## src/rtl/stopwatch_ctrl.sv

```systemverilog
// Stopwatch control sequencer: button debounce, run/stop/lap FSM,
// 1 s prescaler and lap-freeze display register.
module stopwatch_ctrl #(
  parameter int DEBOUNCE = 1_000_000,
  parameter int PRESCALE = 100_000_000
) (
  input  logic        clk100MHz,
  input  logic        rst,
  input  logic        btn_ss,
  input  logic        btn_lr,
  input  logic [15:0] time_bcd,
  output logic        pause,
  output logic        clr,
  output logic        tick1s,
  output logic [15:0] disp_bcd,
  output logic [1:0]  state
);

  localparam int DW = $clog2(DEBOUNCE + 2);
  localparam int PW = (PRESCALE > 1) ? $clog2(PRESCALE) : 1;
  localparam logic [DW-1:0] DMAX = DW'(DEBOUNCE - 1);
  localparam logic [DW-1:0] AMAX = DW'(DEBOUNCE + 1);
  localparam logic [PW-1:0] PMAX = PW'(PRESCALE - 1);

  typedef enum logic [1:0] {
    IDLE = 2'd0,
    RUN  = 2'd1,
    STOP = 2'd2,
    LAP  = 2'd3
  } state_t;

  logic [1:0]         raw;
  logic [1:0]         s0;
  logic [1:0]         s1;
  logic [1:0]         db;
  logic [1:0]         db_d;
  logic [1:0]         arm;
  logic [1:0]         ev;
  logic [1:0][DW-1:0] dcnt;
  logic [1:0][DW-1:0] acnt;

  assign raw = {btn_lr, btn_ss};

  // A button is armed only after it has been seen released long enough
  // to cover synchroniser latency, so a button held through reset is ignored.
  always_ff @(posedge clk100MHz or posedge rst) begin
    if (rst) begin
      s0   <= '0;
      s1   <= '0;
      db   <= '0;
      db_d <= '0;
      arm  <= '0;
      dcnt <= '0;
      acnt <= '0;
    end else begin
      s0   <= raw;
      s1   <= s0;
      db_d <= db;
      for (int i = 0; i < 2; i++) begin
        if (s1[i] == db[i]) begin
          dcnt[i] <= '0;
        end else if (dcnt[i] == DMAX) begin
          dcnt[i] <= '0;
          db[i]   <= s1[i];
        end else begin
          dcnt[i] <= dcnt[i] + 1'b1;
        end
        if (s1[i] || db[i]) begin
          acnt[i] <= '0;
        end else if (acnt[i] == AMAX) begin
          arm[i] <= 1'b1;
        end else begin
          acnt[i] <= acnt[i] + 1'b1;
        end
      end
    end
  end

  assign ev = db & ~db_d & arm;

  state_t        st;
  state_t        nxt;
  logic          clr_n;
  logic          run_c;
  logic          run_n;
  logic [PW-1:0] presc;

  assign state = st;

  always_comb begin
    nxt   = st;
    clr_n = 1'b0;
    case (st)
      IDLE: begin
        if (ev[0])      nxt = RUN;
        else if (ev[1]) clr_n = 1'b1;
      end
      RUN: begin
        if (ev[0])      nxt = STOP;
        else if (ev[1]) nxt = LAP;
      end
      LAP: begin
        if (ev[0])      nxt = STOP;
        else if (ev[1]) nxt = RUN;
      end
      STOP: begin
        if (ev[0]) begin
          nxt = RUN;
        end else if (ev[1]) begin
          nxt   = IDLE;
          clr_n = 1'b1;
        end
      end
      default: nxt = IDLE;
    endcase
  end

  assign run_c = (st == RUN) || (st == LAP);
  assign run_n = (nxt == RUN) || (nxt == LAP);

  // Prescaler only advances while running on both sides of the edge,
  // so a tick can never coincide with pause.
  always_ff @(posedge clk100MHz or posedge rst) begin
    if (rst) begin
      st       <= IDLE;
      pause    <= 1'b1;
      clr      <= 1'b0;
      tick1s   <= 1'b0;
      disp_bcd <= '0;
      presc    <= '0;
    end else begin
      st     <= nxt;
      pause  <= ~run_n;
      clr    <= clr_n;
      tick1s <= 1'b0;
      if (!((st == LAP) && (nxt == LAP))) begin
        disp_bcd <= time_bcd;
      end
      if (clr_n) begin
        presc <= '0;
      end else if (run_c && run_n) begin
        if (presc == PMAX) begin
          presc  <= '0;
          tick1s <= 1'b1;
        end else begin
          presc <= presc + 1'b1;
        end
      end
    end
  end

endmodule
```

## config.mk

```make
export PLATFORM = sky130hd
export DESIGN_NAME = stopwatch_ctrl
export DESIGN_NICKNAME = d
export VERILOG_FILES = /design/src/rtl/stopwatch_ctrl.sv
export SDC_FILE = /design/constraint.sdc
export NUM_CORES = 1
export LEC_CHECK = 0
export CORE_AREA = 4 4 128 130
export CTS_BUF_LIST = sky130_fd_sc_hd__clkbuf_16
export DETAILED_ROUTE_END_ITERATION = 8
export DIE_AREA = 0 0 132 134
export PLACE_DENSITY = 0.71
export SETUP_SLACK_MARGIN = 0.2
export SLEW_MARGIN = 25
export SYNTH_ARGS = -nofsm -noshare
export SYNTH_HDL_FRONTEND = slang
export SYNTH_SLANG_ARGS = --single-unit
export TNS_END_PERCENT = 100
```

## constraint.sdc

```tcl
create_clock -name clk100MHz -period 8.25 [get_ports clk100MHz]
set_input_delay 1.65 -clock clk100MHz [delete_from_list [all_inputs] [get_ports clk100MHz]]
set_output_delay 1.65 -clock clk100MHz [all_outputs]
set_load 0.03 [all_outputs]
```

==> impl_results.md <==
- Status: complete, no violations
- CTS Buf Count: 17
- Final period utilization: 41.1%
- Yosys cell types: 53
- Critical Path Start: state[0]
- HP Class: reg -> reg
- Sequential share of the synthesized area: 51.4%
- Final Core Density: 52.1%
- Share of cells above drive strength 1: 11.0%
- Synth async-reset ratio: 100%
- Top-area cell type share of the netlist area: 51.0%
- FMAX: 295 MHz
- Commonest non-fill, non-tap cell in the layout: dfrtp_1
- Post-CTS setup buffers: 0
- Cells along the critical path: clkdlybuf4s50_1
- Final instance area: 7880 µm²
- Synth Flop Type: dfrtp_1
- Mean post-synth cell area: 10.5 µm²
- GR Overflow Total: 0
- Crit end category: primary output
- MaxCap Viol Count: 0
- Setup violators final: 0
- Die Wd: 132 µm
- DR vias/cell: 5.21
- CTS tree: yes
- Starting Density: 44.4%
- Area of the mapped netlist: 6730 µm²
- Layout area overhead: 17.2%
- Kind of cell adding the most delay to the critical path: buffers and inverters
- Synth top area cells: dfrtp_1 (51%), xnor2_1 (7.9%), nor2_1 (5.0%), xor2_1 (4.3%), nand3_1 (3.3%)
- Largest family of logic cells by synthesized area: simple AND/OR/NAND/NOR gates
- Cell row count: 45
- Minimum clock period: 3.39 ns
- Mapped Cells: 640
- Io pins: 41
- TNS Setup: 0 ns
- Critical path class: reg -> out
- Highest-count cells in the layout ignoring fill and taps: dfrtp_1 (137), nor2_1 (89), xnor2_1 (61)
- Compound-cell area share of the yosys netlist: 2.60%
- Mux share of post-synthesis cell area: 3.13%
- Yosys warns: 0
- Syn Nets: 669
- Synth area leader: dfrtp_1
- Largest net degree at the start of global routing: 87
- Clock Sinks: 138
- Placer Congestion: 0.782
- Fin. Hold Viols: 0
- Normalized max-slew margin: 45.0%
- Total track usage: 14.6%
- RR Startpoint: dcnt[20]
- CP bufs+invs: 1
- RSZ-0062 raised after global routing: false
- Core Area: 15,100 µm²
- Crit-path slowest cell: clkdlybuf4s50_1
- Final ANT Viol Nets: 0
- Hold_buf cts: 0
- HPWL after detailed placement: 8020 µm
- CP max FO: 10
- Initial antenna violation count: 0
- Total power: 1540 µW
- Post-synth EDFFs: 0
- First-pass GRT wire length: 21,400 µm
- DRC viols: 0
- Root Driver: clkbuf_16
- DIE AREA: 17,700 µm²
- Maximum VDD drop: 0.167 mV
- Worst-Margin Slew: 0.821 ns
- XOR/XNOR Fraction of Synth Area: 12.2%
- # port buffers: 40
- Clock Tree Buf Depth: 2
- Post-Synth Adder-Cell Area: 1.67%
- Data required time of the worst path: 6.60 ns
- Clock latency on the worst-skew pair: 0.42 ns
- Crit-path max cell delay: 0.76 ns
- Hold Path Origin: s0[0]
- Leak: 0.00337 µW
- Dpl cells: 853
- First-pass DRT Iterations: 4
- Worst Skew: 0.00697 ns
- Vias in the first global route: 4,739
- Clock-pin slew on the worst setup and hold paths: 0.06 ns
- Final nets: 714
- Post-CTS Resized: 0
- Startpoint types: flip-flop
- Drt total wl: 12,100 µm
- Via count: 4,618
- Dpl cell area: 7260 µm²
- N_diodes: 0
- Yosys reg bits: 138
- Post-Synth Simple-Gate Area: 25.9%
- P per Cell Area: 195 nW/µm²
- Die height: 134 µm
- Final Max Slew Viols: 0
- Wire per inst: 13.7 µm
- Htree depth: 4
- 1st-iter DRT viols: 286
- CP Data Arrival Time: 1.74 ns
- Finished Layout Cells: 886
[Yosys cell counts, types with 3 or more instances]
master      n
nor3_2      7
buf_2       5
o211ai_1    3
nand2_1    43
inv_1      23
nand2b_1    3
mux2_2     16
nor4_1      4
mux2i_1     3
a21boi_1    5
xnor2_1    61
nand3_1    45
and4_1      7
nand3b_1    4
dfrtp_1   137
o21ai_0     9
nor4b_1    10
and3_1      8
nor2_1     89
nand4_1    23
nor4_2      5
ha_1        9
or3_1       5
nor3_1     11
xor2_1     33
and2_1     35
clkbuf_1    5
[power breakdown]
group / internal (µW) / switching (µW) / total, µW
registers: 687 / 7.89 / 695
clock network: 500 / 280 / 780
logic: 26.0 / 36.6 / 62.6
[routing by layer]
metal	track usage, %	up-vias	routed length [µm]
li1	-	2244	-
met5	0	-	0
met3	4.80	18	481
met1	17.8	2280	5510
met2	23.6	76	5870
met4	6.48	0	235
[state kept, by name, indices dropped and copies added, names as in the netlist, 2 cells and up]
register	cells
acnt	40
dcnt	40
presc	27
disp_bcd	16
arm	2
db	2
db_d	2
s0	2
s1	2
state	2
[kinds of logic after synthesis]
kind of cell / after synthesis
AO/OA/AOI/OAI: 24
XOR/XNOR: 94
adder cells (fa/ha/maj): 9
buffers and inverters: 40
flip-flops: 138
multiplexers: 19
AND/OR/NAND/NOR: 316
[final cells by class]
class                   instances  area, µm²
clock buffers                  17        425
clock inverters                15        184
fillers                      1302       7260
inverters                      24       96.3
multi-input cells             462       3070
flip-flops and latches        138       3450
well taps                     188        235
repair buffers                 42        423
[path summary, 6_finish.rpt]
kind | slack (ns) | cells past startpoint | endpoint
setup reg to reg | 5.89 | 6 | dcnt[29]
max in group asynchronous | 5.32 | 3 | acnt[27]
hold / removal | 0.35 | 0 | s1[0]
setup / recovery | 4.86 | 1 | state[0]
min in group asynchronous | 1.73 | 2 | dcnt[21]
hold reg to reg | 0.35 | 0 | s1[0]
[stage by stage]
stage               hold WS (ns)  worst slack, ns
floorplan                  0.331             2.91
global placement           0.338             4.64
detailed placement         0.340             4.58
CTS                        0.353             4.85
global route               0.355             4.79
finish                     0.349             4.86
(Power assumes the default switching activity.)
